[src/rtl/frame_check_fsm_pkg.sv]
// Shared types for the Rx frame-alignment controller.
package frame_check_fsm_pkg;

  localparam int unsigned FRAME_POS_W = 5;

  // Position of the beat presented alongside unscrambled_data: header, 25 body beats, tail.
  typedef enum logic [FRAME_POS_W-1:0] {
    IDLEB     = 5'd0,
    DATA1     = 5'd1,
    DATA2     = 5'd2,
    DATA3     = 5'd3,
    DATA4     = 5'd4,
    DATA5     = 5'd5,
    DATA6     = 5'd6,
    DATA7     = 5'd7,
    DATA8     = 5'd8,
    DATA9     = 5'd9,
    DATA10    = 5'd10,
    DATA11    = 5'd11,
    DATA12    = 5'd12,
    DATA13    = 5'd13,
    DATA14    = 5'd14,
    DATA15    = 5'd15,
    DATA16    = 5'd16,
    DATA17    = 5'd17,
    DATA18    = 5'd18,
    DATA19    = 5'd19,
    DATA20    = 5'd20,
    DATA21    = 5'd21,
    DATA22    = 5'd22,
    DATA23    = 5'd23,
    DATA24    = 5'd24,
    DATA25    = 5'd25,
    DATA_TAIL = 5'd26
  } frame_state_t;

endpackage

[src/rtl/frame_check_fsm.sv]
// Frame-header search, lock hysteresis and frame-position sequencing for the Rx decode path.
// The saturating header-error counter is built only when FRAME_HDR_ERR_CNT_EN is defined.
module frame_check_fsm
  import frame_check_fsm_pkg::*;
#(
  parameter logic [29:0] SYNC_PATTERN = 30'h2A3C_5F0E,
  parameter int unsigned LOCK_CNT     = 3,
  parameter int unsigned UNLOCK_CNT   = 4,
  parameter int unsigned ERR_CNT_W    = 16
) (
  input  logic                 clk_390p625M,
  input  logic                 rst_n,
  input  logic [61:0]          rx_data,
  output frame_state_t         frame_state,
  output logic                 data_tail_flag,
  output logic                 dly_data_tail_flag,
  output logic                 frame_lock,
  output logic [ERR_CNT_W-1:0] hdr_err_cnt,
  input  logic                 clr_err_cnt
);

  localparam int unsigned POS_W    = FRAME_POS_W;
  localparam int unsigned CNT_W    = 4;
  localparam int unsigned LAST_POS = 26;

  typedef enum logic [1:0] {
    HUNT   = 2'd0,
    VERIFY = 2'd1,
    LOCKED = 2'd2
  } sync_state_t;

  sync_state_t        sync_q, sync_d;
  logic [POS_W-1:0]   pos_q, pos_d, pos_next;
  logic [CNT_W-1:0]   good_q, good_d, good_inc;
  logic [CNT_W-1:0]   bad_q, bad_d, bad_inc;
  logic               emit_q, emit_d;
  frame_state_t       frame_state_q, frame_state_d;
  logic               tail_q, tail_d;
  logic               dly_tail_q;
  logic               lock_q, lock_d;
  logic               hdr_ok;
  logic               at_hdr;
  logic               err_inc;

  assign hdr_ok   = (rx_data[61:32] == SYNC_PATTERN);
  assign at_hdr   = (pos_q == '0);
  assign pos_next = (pos_q == POS_W'(LAST_POS)) ? '0 : pos_q + POS_W'(1);
  assign good_inc = good_q + CNT_W'(1);
  assign bad_inc  = bad_q + CNT_W'(1);

  // Next-state: sync FSM, free-running position, and the per-frame emit decision taken at the header.
  always_comb begin
    sync_d        = sync_q;
    pos_d         = pos_q;
    good_d        = good_q;
    bad_d         = bad_q;
    emit_d        = emit_q;
    err_inc       = 1'b0;
    frame_state_d = IDLEB;

    if ((sync_q != HUNT) && !at_hdr && emit_q) begin
      frame_state_d = frame_state_t'(pos_q);
    end

    unique case (sync_q)
      HUNT: begin
        pos_d  = '0;
        emit_d = 1'b0;
        if (hdr_ok) begin
          pos_d  = POS_W'(1);
          good_d = CNT_W'(1);
          bad_d  = '0;
          sync_d = (LOCK_CNT == 1) ? LOCKED : VERIFY;
        end
      end

      VERIFY: begin
        pos_d = pos_next;
        if (at_hdr) begin
          if (hdr_ok) begin
            good_d = good_inc;
            if (good_inc == CNT_W'(LOCK_CNT)) begin
              sync_d = LOCKED;
              bad_d  = '0;
            end
          end else begin
            sync_d = HUNT;
            good_d = '0;
            pos_d  = '0;
          end
        end
      end

      LOCKED: begin
        pos_d = pos_next;
        if (at_hdr) begin
          emit_d = 1'b1;
          if (hdr_ok) begin
            bad_d = '0;
          end else begin
            bad_d   = bad_inc;
            err_inc = 1'b1;
            // Unlock only at a header so the previous frame has already been released whole.
            if (bad_inc == CNT_W'(UNLOCK_CNT)) begin
              sync_d = HUNT;
              bad_d  = '0;
              good_d = '0;
              pos_d  = '0;
              emit_d = 1'b0;
            end
          end
        end
      end

      default: begin
        sync_d = HUNT;
        pos_d  = '0;
        good_d = '0;
        bad_d  = '0;
        emit_d = 1'b0;
      end
    endcase

    tail_d = (frame_state_d == DATA_TAIL);
    lock_d = (sync_d == LOCKED);
  end

  always_ff @(posedge clk_390p625M or negedge rst_n) begin
    if (!rst_n) begin
      sync_q        <= HUNT;
      pos_q         <= '0;
      good_q        <= '0;
      bad_q         <= '0;
      emit_q        <= 1'b0;
      frame_state_q <= IDLEB;
      tail_q        <= 1'b0;
      dly_tail_q    <= 1'b0;
      lock_q        <= 1'b0;
    end else begin
      sync_q        <= sync_d;
      pos_q         <= pos_d;
      good_q        <= good_d;
      bad_q         <= bad_d;
      emit_q        <= emit_d;
      frame_state_q <= frame_state_d;
      tail_q        <= tail_d;
      dly_tail_q    <= tail_q;
      lock_q        <= lock_d;
    end
  end

  assign frame_state        = frame_state_q;
  assign data_tail_flag     = tail_q;
  assign dly_data_tail_flag = dly_tail_q;
  assign frame_lock         = lock_q;

`ifdef FRAME_HDR_ERR_CNT_EN
  logic [ERR_CNT_W-1:0] err_cnt_q, err_cnt_d;
  logic                 unused_bits;

  // Clear has priority over a same-cycle increment; the count sticks at all-ones.
  always_comb begin
    err_cnt_d = err_cnt_q;
    if (clr_err_cnt) begin
      err_cnt_d = '0;
    end else if (err_inc && (err_cnt_q != '1)) begin
      err_cnt_d = err_cnt_q + ERR_CNT_W'(1);
    end
  end

  always_ff @(posedge clk_390p625M or negedge rst_n) begin
    if (!rst_n) begin
      err_cnt_q <= '0;
    end else begin
      err_cnt_q <= err_cnt_d;
    end
  end

  assign hdr_err_cnt = err_cnt_q;
  assign unused_bits = ^rx_data[31:0];
`else
  logic unused_bits;

  assign hdr_err_cnt = '0;
  assign unused_bits = ^{rx_data[31:0], clr_err_cnt, err_inc};
`endif

endmodule
[config.mk]
export PLATFORM = sky130hd
export DESIGN_NAME = frame_check_fsm
export DESIGN_NICKNAME = d
export VERILOG_FILES = /design/src/rtl/frame_check_fsm_pkg.sv /design/src/rtl/frame_check_fsm.sv
export SDC_FILE = /design/constraint.sdc
export NUM_CORES = 1
export LEC_CHECK = 0
export ABC_AREA = 0
export CORE_ASPECT_RATIO = 0.6
export CORE_MARGIN = 8
export CORE_UTILIZATION = 39
export CTS_CLUSTER_DIAMETER = 100
export DETAILED_ROUTE_END_ITERATION = 7
export GPL_TIMING_DRIVEN = 0
export PLACE_DENSITY_LB_ADDON = 0.25
export SETUP_SLACK_MARGIN = 0.05
export SYNTH_ARGS = -nofsm -noshare
export SYNTH_HDL_FRONTEND = slang
export SYNTH_SLANG_ARGS = --single-unit
[constraint.sdc]
create_clock -name clk_390p625M -period 2.2 [get_ports clk_390p625M]
set_input_delay 0.22 -clock clk_390p625M [delete_from_list [all_inputs] [get_ports clk_390p625M]]
set_output_delay 0.22 -clock clk_390p625M [all_outputs]
set_load 0.005 [all_outputs]
* Word level (Yosys, flattened, before mapping)
Cells that the tools add are included.
Cells by class: add/sub/neg operators 3, equal/unequal tests 15, multiplexer cells 36, bitwise logic cells 1, reductions and logical operators 9
Operators with widths (count):
- $mux W4 | 13
- $mux W5 | 7
- $eq A30 B30 Y1 const B | 1
- $pmux W4 S3 | 2
- $pmux W5 S3 | 1
- $mux W2 | 7
- $ne A2 B2 Y1 const B | 7
- $eq A5 B5 Y1 const B | 2
- $reduce_and A5 Y1 | 2
- $add A4 B1 Y4 const B | 2
- $pmux W2 S3 | 1
- $add A5 B1 Y5 const B | 1
- $logic_not A5 Y1 | 1
- $eq A2 B2 Y1 const B | 2
- $eq A4 B2 Y1 const B | 1
- $eq A4 B3 Y1 const B | 1
- $mux W1 | 4
- $eq A2 B1 Y1 const B | 1
- $logic_and A1 B1 Y1 | 2
- $logic_not A2 Y1 | 1
- $pmux W1 S2 | 1
- $reduce_and A2 Y1 | 1
- $reduce_bool A2 Y1 | 1
- $logic_not A1 Y1 | 1
- $not A1 Y1 | 1
Word-level totals: flip-flop bits (word level) 24, output and inout bits 24, word-level logic and storage cells 73

* Longest topological paths before layout
depth after elaboration 7, mapped depth 7

* Worst setup path before layout
No wires, ideal clock.
path type flip-flop to flip-flop, from reg pos_q[0], to reg bad_q[0], setup time 0.125 ns, data arrival time 1.826 ns, setup slack 0.249 ns, cell stages (with the launch flop) 7, buffers on the path 0, clock period less this slack 1.951 ns, cell sequence dfrtp_1 inv_1 ha_1 nor4b_4 a41oi_2 o31ai_4 mux2_4
Between the ends: cells in the longest elaborated chain, start to end 3, elaborated cells on any way between the ends 4
RTL lines:
- start, declared | RTL line frame_check_fsm.sv:33 | logic [POS_W-1:0] pos_q, pos_d, pos_next;
- start signal, assigned | RTL line frame_check_fsm.sv:141 | pos_q <= pos_d;
- $logic_not A5 Y1 (*) | RTL line frame_check_fsm.sv:46 | assign at_hdr = (pos_q == '0);
- $ne A2 B2 Y1 (no source line)
- $reduce_and A5 Y1 (no source line) (*)
- end signal, assigned | RTL line frame_check_fsm.sv:133 | bad_q <= '0;
- end signal, assigned | RTL line frame_check_fsm.sv:143 | bad_q <= bad_d;
- end, declared | RTL line frame_check_fsm.sv:35 | logic [CNT_W-1:0] bad_q, bad_d, bad_inc;
Every way passes the cells marked *; elsewhere a longest branch is shown, timed or not. A chain may end at the register's enable or synchronous reset.

* Worst setup path in the final report
from reg pos_q[0], to reg lock_q (netlist: frame_lock)
Between the ends: cells in the longest elaborated chain, start to end 4, elaborated cells on any way between the ends 5
RTL lines:
- $logic_not A5 Y1 (*) | RTL line frame_check_fsm.sv:46
- $mux W2 (on tied branches) | RTL line frame_check_fsm.sv:96, frame_check_fsm.sv:79
- $pmux W2 S3 (*) | RTL line frame_check_fsm.sv:65 | unique case (sync_q)
- $eq A2 B2 Y1 (*) | RTL line frame_check_fsm.sv:125 | lock_d = (sync_d == LOCKED);
- named net lock_d | RTL line frame_check_fsm.sv:40 | logic lock_q, lock_d;
- end signal, assigned | RTL line frame_check_fsm.sv:148 | lock_q <= lock_d;
- end, declared | RTL line frame_check_fsm.sv:40
Mark *: on every way through the listed nets, which the timed path passes. The rest lies on a longest branch.

==> flow_summary_export.csv <==
group,metric,value,unit
status,status,"completed",
clock_tree,cts.sinks,24,
global_routing,grt.overflow.total,0,
pwr,ir_drop,321,uV
timing,fin_crit,2050,ps
clock_tree,root_buffer,"clkbuf_8",
global_routing,grt_pass1_wl,6310,um
route,vias,1277,
route,ant_nets,0,
floorplan,core_area,4010,um^2
clock_tree,htreeDepth,1,
clock_tree,insertion_delay,270,ps
worst_setup_path,worstReg2RegStart,"pos_q[0]",
floorplan,die_h,65.3,um
run,drv_cap,0,
worst_setup_path,crit_path_cell_trace,"inv_1, ha_1, or4b_1, clkbuf_1, nor3b_1, o21ai_0",
global_routing,grt_pass1_vias,1289,
placed_design,dp_hpwl,2920,um
synth,yosysMostFrequentCell,"dfrtp_1",
synth,ys_top_cells_by_area,"dfrtp_1 (38%), buf_4 (7.6%), ha_1 (5.5%)",
worst_setup_path,critPathSlowestCell,"or4b_1",
synth,synthFlopType,"dfrtp_1",
worst_setup_path,crit_start,"pos_q[0]",
pwr,powerDensity,549,nW/um^2
clock_tree,cts_buffer_depth,2,
pwr,pwr-share-comb,23.1,%
global_routing,grt_max_degree,25,
worst_setup_path,path_max_fanout,8,
synth,syn_avg_cell_area,10.3,um^2
route,routedWlPerCell,14.0,um
synth,synthArstFlopShare,100,%
synth,synth_area,1580,um^2
clock_tree,path_clk_slew,90,ps
min_path,hold_start,"data_tail_flag",
route,drc,0,
final_layout,final_nets,286,
floorplan,start_util,39.5,%
clock_tree,cts_buffers,3,
floorplan,ioPinCount,89,
pwr,swShare,25.4,%
timing,period_share,93.3,%
synth,synth_top_area_share,37.9,%
floorplan,rows,18,
worst_setup_path,max_stage_delay,440,ps
final_layout,drive_gt1_share,18.3,%
final_layout,stdcell_area,2190,um^2
synth,ys_seq_elements,24,
synth,netlist-cell-type-count,60,
worst_setup_path,worstPathArrival,2190,ps
synth,yosysTopAreaCell,"dfrtp_1",
timing,hold_violations,0,
final_layout,area_delta_synth_final,38.6,%
timing,rsz0062_at_grt,"true",
synth,synth_warnings,0,
global_routing,antenna_found_initial,0,
worst_setup_path,crit_required,2340,ps
global_routing,track_usage,11.8,%
timing,drv_slew,0,
worst_setup_path,end_kind,"flip-flop",
min_path,hold_class,"reg -> reg",
route,finalWirelength,3690,um
placed_design,routabilityCongestion,0.801,
pwr,p_leak,0.963,nW
synth,synth_edf_count,0,
timing,skew,2.54,ps
pwr,power.share.clock,32.3,%
clock_tree,cts_tree,"built",
synth,syn_inst,153,
pwr,design_power_total,1.20,mW
final_layout,antenna_cells,0,
route,drt-pass1-iter-count,4,
timing,tightest_slew,1090,ps
pwr,internal_power,0.898,mW
worst_setup_path,start_kind,"flip-flop",
synth,seq_area_frac_synth,37.9,%
synth,synthTopCellsByCount,"dfrtp_1 (24), buf_4 (16), inv_1 (11), nor2_1 (8), ha_1 (7)",
floorplan,dieArea,6420,um^2
placed_design,placed_area,2090,um^2
timing,setup-violations-final,0,
route,drt_iter0_drc,59,
placed_design,portBuffers,39,
worst_setup_path,crit_type,"reg -> reg",
floorplan,die_x,98.2,um
route,via_per_inst,4.86,
timing,relSlewSlack,27.1,%
clock_tree,hold_buffers,0,
pwr,switching_power,0.305,mW
pwr,pwr-share-seq,44.6,%
timing,fmax,487,MHz
-- placed cells by master, fill, tap and decap left out, types with 3 or more instances in the layout --
master and count:
buf_4 18, clkbuf_8 3, clkdlybuf4s50_1 39, conb_1 16, dfrtp_1 23, ha_1 7
inv_1 11, nand2_1 3, nand2b_1 4, nand3_1 6, nor2_1 8, nor4bb_1 3
o21ai_0 6, xnor2_1 3
-- state kept, by name (all words and copies together) (netlist names) --
register,count
frame_state,5
data_tail_flag,1
frame_lock,1
bad_q,4
emit_q,1
dly_data_tail_flag,1
pos_q,5
sync_q,2
good_q,4
-- kinds of logic after synthesis --
group | synth area share (%)
compound gates | 16.4
xor+xnor | 2.77
fa+ha+maj | 5.53
buf+inv | 11.6
flops | 37.9
mux | 0.948
other cells | 0.237
simple gates | 24.6
-- power groups by stage --
stage	combinational (mW)	sequential (mW)	clock, mW
CTS	0.279	0.536	0.400
floorplan	0.146	0.536	0
finish	0.278	0.537	0.388
detailed placement	0.273	0.545	0
global placement	0.268	0.544	0
global route	0.312	0.548	0.417
-- per-stage QoR --
stage	utilization [%]	TNS, ps	hold slack, ps	std cells	setup slack [ps]
after detailed placement	52.2	-153	357	257	-55.4
after global placement	52.2	-104	357	257	-33.4
after floorplan	-	0	-75.6	168	249
after global routing	54.7	0	393	263	17.5
after CTS	54.5	0	377	263	88.7
final	54.7	0	375	263	148
-- final timing paths --
check,slack (ps),to,cells past startpoint
worst max-delay path,150,frame_lock,6
worst min-delay path,370,dly_data_tail_flag,0
worst max register to register,150,frame_lock,6
worst min register to register,370,dly_data_tail_flag,0
max in group asynchronous,940,bad_q[0],1
min in group asynchronous,530,bad_q[3],1
-- worst max-delay path: cells and delay by family (launching register included) --
family	cells	cell delay, ps
compound gates	1	140
fa+ha+maj	1	190
buf+inv	2	380
flops	1	410
simple gates	2	800
-- layer usage --
metal	vias to the layer above	track usage, %	wire length [um]	part of all wire, %
li1	652	-	-	-
met1	595	16.4	1950	53
met5	-	0	0	0
met3	2	3.27	171	4.6
met4	0	1.71	17	0.46
met2	28	18.3	1560	42
-- timing repair --
action,4_1_cts,5_1_grt
pin swaps,0,1
gates resized for setup,1,2
buffers inserted,2,0
endpoints found under the setup margin,8,7
-- area by class of cell --
type	instances	area, um^2
multi-input combinational	113	868
sequential	24	602
fill	350	1820
timing repair buffer	41	405
tap	50	62.6
clock inverter	1	30.0
inverter	11	41.3
buffer	20	143
clock buffer	3	41.3
No activity file was read; power rests on OpenSTA's default activity.
